==> config.mk <==
export PLATFORM = sky130hd
export DESIGN_NAME = serial_addsub_flat
export DESIGN_NICKNAME = d
export VERILOG_FILES = /design/src/rtl/serial_addsub_if.sv /design/src/rtl/serial_addsub.sv /design/src/flat_wrapper.sv
export SDC_FILE = /design/constraint.sdc
export NUM_CORES = 1
export LEC_CHECK = 0
export CORE_ASPECT_RATIO = 1.1
export CORE_MARGIN = 2
export CORE_UTILIZATION = 46
export DETAILED_ROUTE_END_ITERATION = 7
export GPL_TIMING_DRIVEN = 0
export PLACE_DENSITY = 0.72
export SYNTH_ARGS = -nofsm -noshare
export SYNTH_HDL_FRONTEND = slang
export SYNTH_SLANG_ARGS = --single-unit
==> constraint.sdc <==
create_clock -name clk -period 1.5 [get_ports clk]
set_input_delay 0.225 -clock clk [delete_from_list [all_inputs] [get_ports clk]]
set_output_delay 0.225 -clock clk [all_outputs]
set_load 0.1 [all_outputs]
==> src/rtl/serial_addsub_if.sv <==
// Bus bundle for serial_addsub: request side (start/sub/a/b) and
// result side (busy/done/s/co/ovf).
//
// Handshake: the master raises start with sub/a/b stable; the request is
// taken on the rising edge where start=1 and busy=0. busy is high while
// the operation runs, and starts ignored while busy is high. done pulses
// for exactly one cycle when s/co/ovf carry a new result. Those outputs
// then hold until the next done.
interface serial_addsub_if #(
  parameter int WIDTH = 8
);
  logic             start;
  logic             sub;
  logic [WIDTH-1:0] a;
  logic [WIDTH-1:0] b;
  logic             busy;
  logic             done;
  logic [WIDTH-1:0] s;
  logic             co;
  logic             ovf;

  modport master (
    output start, sub, a, b,
    input  busy, done, s, co, ovf
  );

  modport slave (
    input  start, sub, a, b,
    output busy, done, s, co, ovf
  );
endinterface

==> src/rtl/serial_addsub.sv <==
// Bit-serial adder/subtractor: one full-adder cell and a registered carry
// process the operands LSB first, one bit per clock. A subtract is done as
// a + ~b + 1, with the +1 entering as the initial carry.
module serial_addsub #(
  parameter int WIDTH = 8,
  parameter int CNT_W = $clog2(WIDTH) + 1
) (
  input  logic                  clk,
  input  logic                  rst,
  serial_addsub_if.slave        bus,
  output logic [1:0]            state_dbg
);

  typedef enum logic [1:0] {
    IDLE = 2'd0,
    RUN  = 2'd1,
    DONE = 2'd2
  } state_t;

  localparam logic [CNT_W-1:0] LAST_BIT = CNT_W'(WIDTH - 1);

  state_t           state;
  logic [WIDTH-1:0] op_a;
  logic [WIDTH-1:0] op_b;
  // Holds the WIDTH-1 sum bits produced so far. The newest bit sits at the top.
  logic [WIDTH-2:0] res;
  logic             carry;
  logic [CNT_W-1:0] cnt;
  logic             busy_q;
  logic             done_q;
  logic [WIDTH-1:0] s_q;
  logic             co_q;
  logic             ovf_q;

  logic             sum_bit;
  logic             carry_out;
  logic [WIDTH-1:0] res_next;

  // Full-adder cell on the current LSBs, plus the result after this bit.
  always_comb begin
    sum_bit   = op_a[0] ^ op_b[0] ^ carry;
    carry_out = (op_a[0] & op_b[0]) | (op_a[0] & carry) | (op_b[0] & carry);
    res_next  = {sum_bit, res};
  end

  // Control FSM with datapath shifting and result capture.
  always_ff @(posedge clk or posedge rst) begin
    if (rst) begin
      state  <= IDLE;
      op_a   <= '0;
      op_b   <= '0;
      res    <= '0;
      carry  <= 1'b0;
      cnt    <= '0;
      busy_q <= 1'b0;
      done_q <= 1'b0;
      s_q    <= '0;
      co_q   <= 1'b0;
      ovf_q  <= 1'b0;
    end else begin
      done_q <= 1'b0;
      case (state)
        IDLE, DONE: begin
          // DONE accepts a start directly, so back-to-back ops skip IDLE.
          if (bus.start) begin
            op_a   <= bus.a;
            op_b   <= bus.sub ? ~bus.b : bus.b;
            carry  <= bus.sub;
            cnt    <= '0;
            busy_q <= 1'b1;
            state  <= RUN;
          end else begin
            state  <= IDLE;
          end
        end
        RUN: begin
          res   <= res_next[WIDTH-1:1];
          op_a  <= {1'b0, op_a[WIDTH-1:1]};
          op_b  <= {1'b0, op_b[WIDTH-1:1]};
          carry <= carry_out;
          cnt   <= cnt + 1'b1;
          if (cnt == LAST_BIT) begin
            // The MSB is being processed. carry is the carry into the MSB.
            s_q    <= res_next;
            co_q   <= carry_out;
            ovf_q  <= carry ^ carry_out;
            done_q <= 1'b1;
            busy_q <= 1'b0;
            state  <= DONE;
          end
        end
        default: state <= IDLE;
      endcase
    end
  end

  assign bus.busy  = busy_q;
  assign bus.done  = done_q;
  assign bus.s     = s_q;
  assign bus.co    = co_q;
  assign bus.ovf   = ovf_q;
  assign state_dbg = state;

endmodule
==> src/flat_wrapper.sv <==
// flat-port wrapper written by rule: the top's interface ports become plain ports
module serial_addsub_flat 
#(
  parameter int WIDTH = 8,
  parameter int CNT_W = $clog2(WIDTH) + 1
)
  (clk, rst, state_dbg, bus_start, bus_sub, bus_a, bus_b, bus_busy, bus_done, bus_s, bus_co, bus_ovf);
  serial_addsub_if #(.WIDTH(WIDTH)) bus_i ();
  input  logic clk;
  input  logic rst;
  output logic [1:0] state_dbg;
  input wire logic [$bits(bus_i.start)-1:0] bus_start;
  input wire logic [$bits(bus_i.sub)-1:0] bus_sub;
  input wire logic [$bits(bus_i.a)-1:0] bus_a;
  input wire logic [$bits(bus_i.b)-1:0] bus_b;
  output wire logic [$bits(bus_i.busy)-1:0] bus_busy;
  output wire logic [$bits(bus_i.done)-1:0] bus_done;
  output wire logic [$bits(bus_i.s)-1:0] bus_s;
  output wire logic [$bits(bus_i.co)-1:0] bus_co;
  output wire logic [$bits(bus_i.ovf)-1:0] bus_ovf;
  assign bus_i.start = bus_start;
  assign bus_i.sub = bus_sub;
  assign bus_i.a = bus_a;
  assign bus_i.b = bus_b;
  assign bus_busy = bus_i.busy;
  assign bus_done = bus_i.done;
  assign bus_s = bus_i.s;
  assign bus_co = bus_i.co;
  assign bus_ovf = bus_i.ovf;
  serial_addsub #(.WIDTH(WIDTH), .CNT_W(CNT_W)) u_core (.clk(clk), .rst(rst), .bus(bus_i), .state_dbg(state_dbg));
endmodule
== After elaboration in Yosys (flattened, before gate mapping) ==
Index checks and enable logic that the tools add are counted.
Cells by class
  add/sub/neg operators: 1
  equal/unequal tests: 5
  mux-type cells: 17
  bitwise operators: 9
  reductions and logical operators: 6
Operators by type and width (count)
  case mux 8 bit (2 select lines): 2
  two-way mux 8 bit: 3
  inverter 8 bit: 1
  case mux 4 bit (2 select lines): 1
  two-way mux 1 bit: 6
  adder 4 x 1 -> 4 bit, second input constant: 1
  equality test 4 x 3 -> 1 bit, second input constant: 1
  two-way mux 4 bit: 1
  case mux 1 bit (2 select lines): 2
  case mux 2 bit (2 select lines): 1
  AND reduction 2 bit: 2
  bitwise AND 1 bit: 3
  AND reduction 3 bit: 1
  bitwise XOR 1 bit: 3
  equality test 2 x 1 -> 1 bit, second input constant: 1
  equality test 2 bit, second input constant: 1
  zero test 2 bit: 1
  two-way mux 2 bit: 1
  != test 2 x 1 -> 1 bit, second input constant: 1
  != test 2 bit, second input constant: 1
  bitwise OR 1 bit: 2
  nonzero test 2 bit: 1
  OR reduction 2 bit: 1
Word-level totals
  register bits: 42
  logic and storage cells: 49

== Longest topological paths before layout ==
Gate-level depths: netlist of run 1.
  depth in word-level cells: 4
  depth in mapped cells: 5
  mapped depth without buffers: 4

== Worst setup path after synthesis of run 1 ==
Ideal clock, no wire load.
  kind: flip-flop to flip-flop
  start point: reg u_core.state[0] (netlist: u_core.state_dbg[0])
  end point: reg u_core.co_q (netlist: u_core.bus.co)
  library setup time: 128 ps
  data arrival time: 1784 ps
  data required time: 1372 ps
  setup slack: -412 ps
  stages on the path, launching flop included: 6
  cells stage by stage: dfrtp_1 -> nand2b_1 -> buf_4 -> nor2_4 -> buf_6 -> mux2_1
Between the ends
  cells in the longest elaborated chain, start to end: 2
Ends and longest elaborated chain
  from (decl): RTL line serial_addsub.sv:22  | state_t state;
  from (signal assigned): RTL line serial_addsub.sv:49  | state <= IDLE;
  from (signal assigned): RTL line serial_addsub.sv:71  | state <= RUN;
  from (signal assigned): RTL line serial_addsub.sv:73  | state <= IDLE;
  equality test 2 x 1 -> 1 bit: RTL line serial_addsub.sv:62  | case (state)
  AND reduction 2 bit (no source line)
  to (signal assigned): RTL line serial_addsub.sv:85  | co_q <= carry_out;
  to (decl): RTL line serial_addsub.sv:32  | logic co_q;
Every way passes these cells.
A chain may end at the register's enable or synchronous reset.

== Final worst setup path of run 1 ==
  start point: reg u_core.state[1] (netlist: u_core.state_dbg[1])
  end point: reg u_core.s_q[3] (netlist: u_core.bus.s[3])
Between the ends
  cells in the longest elaborated chain, start to end: 2
Ends and longest elaborated chain
  equality test 2 x 1 -> 1 bit: RTL line serial_addsub.sv:62
  AND reduction 2 bit (no source line)
  to (signal assigned): RTL line serial_addsub.sv:84  | s_q <= res_next;
  to (decl): RTL line serial_addsub.sv:31  | logic [WIDTH-1:0] s_q;
Every way passes these cells.

==> PnR_summary.wiki, run 1 <==
{| class="wikitable"
! Metric !! Value
|-
| CTS tree || done
|-
| Combined area of the multi-input logic cells || around 730 um^2
|-
| Global routing usage summed across all routing layers || approximately 16%
|-
| Synth top area cells || dfrtp_1, mux2_1, mux2_2, a221o_1, xnor2_1
|-
| Dpl ws || -0.295 ns
|-
| Die outline area || 0.00446 mm^2
|-
| Mux cell area share after synthesis || a little under an eighth
|-
| Final non-filler cell total || 234
|-
| Max-capacitance violation count || 0
|-
| Headroom to the max-slew limit || between 40% and 50%
|-
| Worst Path Buf+Inv || 2
|-
| Number of enable-type register cells in the synthesized netlist || 0
|-
| Diodes inserted || 0
|-
| Final setup violating endpoints || 0
|-
| Count of placed standard cells including taps || roughly 220
|-
| Synth warnings || 0
|-
| FF+latch count, synth || 42
|-
| Max Root-Sink Buffers || 2
|-
| Fin. Hold Viols || 0
|-
| Basic-gate share of the synthesized area counting and, or, nand and nor cells || 10.4%
|-
| Syn Std Cell Area || 0.00181 mm^2
|-
| Cell leakage power || ~0.0011 uW
|-
| TritonCTS sink count || between 40 and 50
|-
| CTS Hold Bufs || 0
|-
| Share of async-settable or async-resettable flops after synthesis || 100%
|-
| Least-Margin Pin Slew || approximately 0.84 ns
|-
| # H-tree levels || 2
|-
| Vias in the first global route || around 1.2k
|-
| IO buf count || 32
|-
| Synth Instances || 142
|-
| Total half-perimeter wirelength after legalization and detailed placement || approximately 2.4 mm
|-
| Number of buffers created by CTS || 5
|-
| Filler cell count in the final layout || 288
|-
| Floorplan die height || around 70 um
|-
| Fraction of post-synthesis cell area in the top cell type by area || between 50% and 60%
|-
| Average wire per cell in the routed design || 14.4 um
|-
| ANT nets after route || 0
|-
| Required time worst endpoint || about 1.7 ns
|-
| Crit path setup slack, layout || 0.0302 ns
|-
| Maximum fanout along the worst path || 10
|-
| Cell area after layout || 0.00237 mm^2
|-
| CTS Root Cell || clkbuf_8
|-
| Combinational family with the most area after synthesis || multiplexers
|-
| Placed cell areas || 0.00225 mm^2
|-
| Hold/Removal Path Class || primary input to flip-flop
|-
| Dominant cell type by area after synthesis || dfrtp_1
|-
| Startpoint kind of the worst setup timing path || flip-flop
|-
| Data arrival time at the worst-slack endpoint || roughly 1.6 ns
|-
| Antenna violations before repair || 0
|-
| IO Pins || 34
|-
| Peak supply drop || approximately 0.00099 V
|-
| Worst path cell trace || nand2b_4, buf_6, nor2_4, buf_12, mux2_4
|-
| Post-synthesis average cell area || 12.8 um^2
|-
| Post-CTS clock slew at the launch and capture registers of the worst setup and hold paths || roughly 0.08 ns
|-
| Synth-to-Final Area Change || 30.9%
|-
| Routed WL || around 3.4 mm
|-
| Count of unique library cells instantiated by Yosys || 26
|-
| Net count after synthesis || 164
|-
| Top-count cell post-synth || dfrtp_1
|-
| Max Slew Vio Count || 0
|-
| Drt via density || between 5 and 6
|-
| FP Rows || 23
|-
| Period utilisation layout || between 90% and 100%
|-
| Clock latency reported for the late side of the worst-skew pair || between 0.2 and 0.3 ns
|-
| Share of cells above drive strength 1 || between 20 and 30%
|-
| Global-route wire length before repair || 5.60 mm
|-
| Core ar. || approximately 0.0037 mm^2
|-
| Post-Synth XOR/XNOR Area || between 4 and 5%
|-
| Pwr dens || ~2400 mW/mm^2
|-
| Maximum clock frequency || between 600 and 700 MHz
|-
| Most frequently used flop master after synthesis || dfrtp_1
|-
| Status || finished clean
|-
| Ranking of synthesized cells by instance count || dfrtp_1, nand2_1, mux2_1
|-
| Largest stage delay on the critical path || 0.48 ns
|-
| Initial Utilization || between 40% and 50%
|-
| RePlAce Congestion || around 0.8
|-
| Clock period minus worst slack || between 1 and 1.5 ns
|-
| DR pass1 iterations || 4
|-
| Width of the die || between 60 and 70 um
|-
| Drt first-iter violations || 94
|-
| Worst setup EP type || flip-flop
|-
| Residual overflow from global routing || 0
|-
| Kind of cell with the highest combined delay on the critical path || flip-flops
|-
| Area fraction in compound gates after synthesis || about a tenth
|-
| Register Area || about 0.0011 mm^2
|-
| Net total in the final layout || approximately 200
|-
| Start-to-end type of the worst setup path || flip-flop to flip-flop
|-
| Worst path slowest cell || dfrtp_4
|-
| Setup repair after global routing missed its margin || yes
|-
| Total via count after detailed routing || ~1.2k
|-
| Drt drc || 0
|-
| Synthesized-area fraction occupied by adder cells || roughly 1.8%
|-
| Maximum number of pins on one net before global-route repair || 43
|-
| Worst Clk Skew || roughly 0.0043 ns
|-
| Sequential share of the synthesized area || 58.0%
|}
==> per-layer routing <==
metal | GRT usage [%] | wire length (um)
met1 | 21.4 | 1490
met2 | 25.1 | 1650
met5 | 0 | 0
met3 | 5.36 | 174
met4 | 7.00 | 51
==> worst paths after layout <==
kind,start,endpoint,slack [ns],cells after the start
min in group asynchronous,rst,u_core.bus.s[1],0.43,2
setup reg to reg,u_core.state_dbg[1],u_core.bus.s[3],0.03,5
max in group asynchronous,rst,u_core.state_dbg[0],0.45,2
hold reg to reg,u_core.op_a[2],u_core.op_a[2],0.50,2
hold / removal,bus_sub,u_core.carry,0.39,3
setup / recovery,u_core.state_dbg[1],u_core.bus.s[3],0.03,5
==> layout make-up <==
cell class                 count  share of cell area (%)
multi-input combinational     89                    30.9
sequential                    42                    44.6
inverter                       1                   0.158
timing repair buffer          34                    14.4
clock buffer                   7                    3.64
clock inverter                 1                   0.211
tap                           50                    2.64
buffer                        10                    3.48
==> sequential cells by signal (all words and copies together), names as in the netlist <==
signal,cells
u_core.bus.busy,1
u_core.op_a,8
u_core.cnt,4
u_core.bus.done,1
u_core.op_b,8
u_core.bus.co,1
u_core.carry,1
u_core.bus.ovf,1
u_core.bus.s,8
u_core.res,7
u_core.state_dbg,2
==> through the flow <==
step / utilization (%) / hold slack (ns) / total power [uW] / setup TNS, ns
after global placement: 60.6 / 0.452 / 4950 / -24.94
final: 63.9 / 0.390 / 5710 / 0
after floorplan: - / 0.353 / 4360 / -0.952
after global routing: 63.9 / 0.412 / 6040 / -0.243
after detailed placement: 60.6 / 0.486 / 5040 / -4.09
after CTS: 63.9 / 0.391 / 5760 / 0
==> tightest hold or removal path, cell delays in order <==
cell and delay (ns):
buf_2 0.25, a22oi_1 0.11, nand2_1 0.06
==> power breakdown <==
group	leakage (uW)	internal (uW)	switching (uW)	total, uW
logic	0.000496	1120	1870	3000
registers	0.000522	1650	332	1990
clock network	0.0000482	371	356	727
total	0.00107	3150	2560	5710
==> cells in the final DEF (no fill, tap or decap), types with 4 or more instances in the layout <==
cell,synthesis,routed
nor2_1,8,8
clkbuf_8,0,6
a22oi_1,8,8
nand3_1,9,9
mux2_4,0,10
mux2_2,7,7
a22o_1,4,4
buf_2,5,7
xnor2_1,7,7
clkdlybuf4s15_2,0,12
nand2_1,12,12
dfrtp_1,42,40
a221o_1,7,7
clkdlybuf4s50_1,0,18
==> kinds of logic after synthesis <==
logic type,count (synthesis)
and+or+nand+nor,38
muxes,19
AOI/OAI and AO/OA,21
adders and majority gates,2
xor gates and xnor gates,9
DFF,42
buffers and inverters,11
==> repair_timing <==
item                                   4_1_cts  5_1_grt
setup endpoints to repair                   23       11
endpoints found under the hold margin        0        0
pin swaps                                    0        1
resized for setup                           45        4
buffers inserted                             2        0
Note: power is estimated with default switching activity, not from simulation.
==> inputs of run 2 (changes only) <==
SKIP_LAST_GASP = 1   (was not set)
==> PnR_summary.wiki, run 2 (synthesis results as in run 1) <==
{| class="wikitable"
! Metric !! Value
|-
| Status || finished clean
|-
| Core ar. || 0.00371 mm^2
|-
| Drt first-iter violations || 95
|-
| CTS Hold Bufs || 0
|-
| Residual overflow from global routing || 0
|-
| Total via count after detailed routing || 1225
|-
| Peak supply drop || 0.000973 V
|-
| Maximum fanout along the worst path || 10
|-
| R2R setup slack || between 0.03 and 0.04 ns
|-
| Combined area of the multi-input logic cells || roughly 730 um^2
|-
| IO buf count || 32
|-
| Fin. Hold Viols || 0
|-
| Register Area || about 0.0011 mm^2
|-
| Leading cell type in the layout, fill and taps excluded || dfrtp_1
|-
| Power spent charging and discharging nets || roughly 2600 uW
|-
| DR pass1 iterations || 4
|-
| Final non-filler cell total || approximately 230
|-
| Required time worst endpoint || roughly 1.7 ns
|-
| RePlAce Congestion || 0.794
|-
| Drt drc || 0
|-
| # H-tree levels || 2
|-
| Startpoint kind of the worst setup timing path || flip-flop
|-
| Share of cells above drive strength 1 || roughly 30%
|-
| Antenna violations before repair || 0
|-
| Maximum clock frequency || 681 MHz
|-
| FP Rows || 23
|-
| Data arrival time at the worst-slack endpoint || roughly 1.6 ns
|-
| Clock network power share || between 10% and 20%
|-
| Post-CTS clock slew at the launch and capture registers of the worst setup and hold paths || 0.08 ns
|-
| Clock period minus worst slack || 1.47 ns
|-
| Cell leakage power || approximately 0.0011 uW
|-
| Maximum number of pins on one net before global-route repair || between 40 and 50
|-
| Max Slew Vio Count || 0
|-
| Total half-perimeter wirelength after legalization and detailed placement || approximately 2.4 mm
|-
| CTS tree || done
|-
| Die outline area || ~0.0045 mm^2
|-
| Worst Clk Skew || roughly 0.0043 ns
|-
| Period utilisation layout || between 90% and 100%
|-
| Headroom to the max-slew limit || a little over two fifths
|-
| Drt via density || roughly 5.2
|-
| Count of placed standard cells including taps || between 200 and 250
|-
| Cell-internal power || around 3100 uW
|-
| Vias in the first global route || 1188
|-
| IO Pins || 34
|-
| Routed WL || 3.36 mm
|-
| Number of buffers created by CTS || 5
|-
| Least-Margin Pin Slew || ~0.84 ns
|-
| Global routing usage summed across all routing layers || approximately 16%
|-
| Start-to-end type of the worst setup path || flip-flop to flip-flop
|-
| ANT nets after route || 0
|-
| CTS Root Cell || clkbuf_8
|-
| Crit path setup slack, layout || slightly above 0.03 ns
|-
| Diodes inserted || 0
|-
| Commonest non-fill, non-tap cells in the layout || dfrtp_1, clkdlybuf4s50_1, nand2_1, clkdlybuf4s15_2, mux2_4
|-
| Filler cell count in the final layout || slightly below 300
|-
| Switching part of the total || 44.8%
|-
| Floorplan die height || about 70 um
|-
| Max Root-Sink Buffers || 2
|-
| Net total in the final layout || slightly above 200
|-
| Pwr dens || 2410 mW/mm^2
|-
| Setup repair after global routing missed its margin || yes
|-
| Dpl ws || -0.295 ns
|-
| Logic pwr share || a little over half
|-
| Width of the die || approximately 64 um
|-
| Global-route wire length before repair || approximately 5.6 mm
|-
| Worst setup EP type || flip-flop
|-
| Synth-to-Final Area Change || 30.9%
|-
| Seq pwr share || between 30% and 40%
|-
| Clock latency reported for the late side of the worst-skew pair || between 0.2 and 0.3 ns
|-
| Average wire per cell in the routed design || around 14 um
|-
| Max-capacitance violation count || 0
|-
| Initial Utilization || about 50%
|-
| Hold/Removal Path Class || primary input to flip-flop
|-
| Final setup violating endpoints || 0
|-
| TritonCTS sink count || 42
|}
## run 2: routing by layer
metal | up-vias | part of all wire [%] | global-route usage (%)
li1 | 579 | - | -
met4 | 0 | 1.5 | 7.00
met1 | 606 | 44 | 21.4
met5 | - | 0 | 0
met2 | 36 | 49 | 25.1
met3 | 4 | 5.2 | 5.19
## run 2: path summary, 6_finish.rpt
kind,startpoint,end,cells past startpoint
setup / recovery,u_core.state_dbg[1],u_core.bus.s[3],5
hold / removal,bus_sub,u_core.carry,3
setup reg to reg,u_core.state_dbg[1],u_core.bus.s[3],5
hold reg to reg,u_core.op_a[2],u_core.op_a[2],2
max in group asynchronous,rst,u_core.state_dbg[0],2
min in group asynchronous,rst,u_core.bus.s[1],2
## run 2: critical path, cell delays in order, from the launching register on
cell      delay (ns)
dfrtp_4         0.48
nand2b_4        0.14
buf_6           0.13
nor2_4          0.14
buf_12          0.16
mux2_4          0.30
## run 2: power groups by stage
stage          clock network, uW  logic (uW)  registers, uW
3_3_place_gp                   0        2960           1990
6_report                     727        3000           1980
4_1_cts                      753        3030           1990
3_5_place_dp                   0        3030           2010
2_1_floorplan                  0        1350           3010
5_1_grt                      804        3190           2050
## run 2: cell type report
class / count / area share, %
Sequential cell: 42 / 44.6
Multi-Input combinational cell: 89 / 30.9
Timing Repair Buffer: 34 / 14.4
Clock buffer: 7 / 3.64
Buffer: 10 / 3.48
Tap cell: 50 / 2.64
Clock inverter: 1 / 0.211
Inverter: 1 / 0.158
## run 2: timing repair
item / CTS / global route
buffers inserted: 2 / 0
endpoints found under the setup margin: 23 / 12
resized for setup: 43 / 6
pin swaps: 0 / 1
## run 2: metrics by stage
step	area [um^2]	setup TNS [ns]	total power, uW	util [%]	hold WS [ns]
floorplan	1870	-0.952	4360	-	0.353
global placement	2250	-24.94	4950	60.6	0.452
detailed placement	2250	-4.09	5040	60.6	0.486
CTS	2380	-0.0384	5770	64.1	0.391
global route	2370	-0.243	6040	63.9	0.412
finish	2370	0	5710	63.9	0.390
==> inputs of run 3 (changes only) <==
CORE_ASPECT_RATIO = 1.75   (was 1.1)
PLACE_DENSITY = 0.77   (was 0.72)
SLEW_MARGIN = 20   (was not set)
==> PnR_summary.wiki, run 3 (synthesis results as in run 1) <==
{| class="wikitable"
! Metric !! Value
|-
| Pwr dens || ~2400 mW/mm^2
|-
| Commonest non-fill, non-tap cells in the layout || dfrtp_1, clkdlybuf4s50_1, nand2_1, clkdlybuf4s15_2, mux2_4
|-
| Largest stage delay on the critical path || 0.38 ns
|-
| Kind of cell with the highest combined delay on the critical path || flip-flops
|-
| Clock period minus worst slack || roughly 1.5 ns
|-
| Core ar. || about 0.0038 mm^2
|-
| Total via count after detailed routing || 1245
|-
| Drt via density || 5.30
|-
| DR pass1 iterations || 4
|-
| Max-capacitance violation count || 0
|-
| R2R setup slack || between 0.02 and 0.025 ns
|-
| Peak supply drop || roughly 0.0014 V
|-
| Number of buffers created by CTS || 5
|-
| Setup TNS || 0 ns
|-
| Post-CTS clock slew at the launch and capture registers of the worst setup and hold paths || roughly 0.080 ns
|-
| Worst Clk Skew || between 0.007 and 0.008 ns
|-
| Period utilisation layout || a little over nine tenths
|-
| CTS tree || done
|-
| Startpoint kind of the worst setup timing path || flip-flop
|-
| Total half-perimeter wirelength after legalization and detailed placement || around 2.5 mm
|-
| Worst R2R Path Depth || 5
|-
| Worst path cell trace || ha_1, nand3b_1, nor2_4, buf_8, mux2_4
|-
| Status || finished clean
|-
| Diodes inserted || 0
|-
| Residual overflow from global routing || 0
|-
| # H-tree levels || 2
|-
| Routed WL || 3.54 mm
|-
| Worst path slowest cell || dfrtp_1
|-
| Final Total Pwr || 5800 uW
|-
| Max Slew Vio Count || 0
|-
| Start-to-end type of the worst setup path || flip-flop to flip-flop
|-
| Vias in the first global route || 1292
|-
| Synth-to-Final Area Change || 32.9%
|-
| TritonCTS sink count || 42
|-
| Crit path setup slack, layout || 0.0203 ns
|-
| Final hold slack || roughly 0.18 ns
|-
| Net total in the final layout || between 200 and 250
|-
| Placed cell areas || about 0.0023 mm^2
|-
| ANT nets after route || 0
|-
| Global-route wire length before repair || approximately 6.0 mm
|-
| Clock latency reported for the late side of the worst-skew pair || ~0.29 ns
|-
| Maximum number of pins on one net before global-route repair || 34
|-
| CTS Hold Bufs || 0
|-
| Final setup violating endpoints || 0
|-
| RePlAce Congestion || 0.754
|-
| Maximum clock frequency || slightly below 700 MHz
|-
| R2r endpoint || u_core.bus.s[3]
|-
| Setup repair after global routing missed its margin || yes
|-
| Required time worst endpoint || 1.67 ns
|-
| Cell leakage power || around 0.0011 uW
|-
| Initial Utilization || between 40% and 50%
|-
| Die outline area || 0.00448 mm^2
|-
| Data arrival time at the worst-slack endpoint || between 1.5 and 2 ns
|-
| Headroom to the max-slew limit || a little under two thirds
|-
| Drt first-iter violations || 31
|-
| Width of the die || 51.4 um
|-
| Leading cell type in the layout, fill and taps excluded || dfrtp_1
|-
| FP Rows || 30
|-
| CTS Root Cell || clkbuf_8
|-
| Average wire per cell in the routed design || roughly 15 um
|-
| Floorplan die height || between 80 and 90 um
|-
| Worst R2R Start || u_core.cnt[1]
|-
| Worst setup EP type || flip-flop
|-
| IO Pins || 34
|-
| Maximum fanout along the worst path || 10
|-
| Filler cell count in the final layout || around 300
|-
| Fin. Hold Viols || 0
|-
| Dpl ws || -0.288 ns
|-
| Least-Margin Pin Slew || about 0.55 ns
|-
| Share of cells above drive strength 1 || between 30% and 40%
|-
| Max Root-Sink Buffers || 2
|-
| Antenna violations before repair || 0
|-
| Global routing usage summed across all routing layers || roughly 18%
|-
| Hold/Removal Path Class || primary input to async pin
|-
| Drt drc || 0
|-
| IO buf count || 32
|-
| Cell area after layout || 0.00241 mm^2
|-
| Worst Path Buf+Inv || 1
|}
[run 3: cell types whose count changed in the layout (fill, tap and decap cells not counted), sizes merged]
cell and delta:
clkbuf +1, clkdlybuf4s18 +1, buf +1
[run 3: final cells by class]
type | count | area (um^2) | area share (%)
plain buffers | 10 | 77.6 | 3.22
well taps | 48 | 60.1 | 2.49
flip-flops and latches | 42 | 1060 | 43.9
clock inverters | 1 | 5.00 | 0.208
clock buffers | 7 | 86.3 | 3.58
repair buffers | 37 | 380 | 15.8
inverters | 1 | 3.75 | 0.156
multi-input cells | 89 | 737 | 30.6
[run 3: worst max-delay path by stage]
| stage | slack, ns | cells past startpoint | startpoint | endpoint |
|---|---|---|---|---|
| 6_report | 0.02 | 5 | u_core.cnt[1] | u_core.bus.s[3] |
| 5_1_grt | -0.03 | 5 | u_core.cnt[1] | u_core.bus.s[3] |
| 4_1_cts | -0.04 | 1 | u_core.state_dbg[0] | state_dbg[0] |
| 3_5_place_dp | -0.29 | 1 | u_core.state_dbg[0] | state_dbg[0] |
| 3_3_place_gp | -0.69 | 2 | rst | u_core.state_dbg[1] |
| 2_1_floorplan | -0.09 | 5 | u_core.state_dbg[1] | u_core.bus.co |
[run 3: per-layer routing]
| metal | track usage [%] | part of all wire, % | up-vias |
|---|---|---|---|
| li1 | - | - | 586 |
| met1 | 21.1 | 39 | 610 |
| met2 | 31.1 | 53 | 41 |
| met3 | 3.95 | 4.7 | 8 |
| met4 | 8.85 | 2.7 | 0 |
| met5 | 0 | 0 | - |
[run 3: per-stage QoR]
| stage | util, % | cells |
|---|---|---|
| floorplan | - | 142 |
| global placement | 58.7 | 222 |
| detailed placement | 59.2 | 223 |
| CTS | 62.6 | 233 |
| global route | 62.9 | 235 |
| finish | 62.9 | 235 |
[run 3: power by group]
| part | leakage (uW) | switching [uW] | internal (uW) |
|---|---|---|---|
| clock network | 0.0000482 | 364 | 371 |
| registers | 0.000522 | 343 | 1650 |
| logic | 0.000513 | 1900 | 1170 |
[run 3: what timing repair did]
action	CTS	global route
gates resized for setup	43	5
pin swaps	0	1
buffers inserted	2	2
endpoints found under the setup margin	23	14
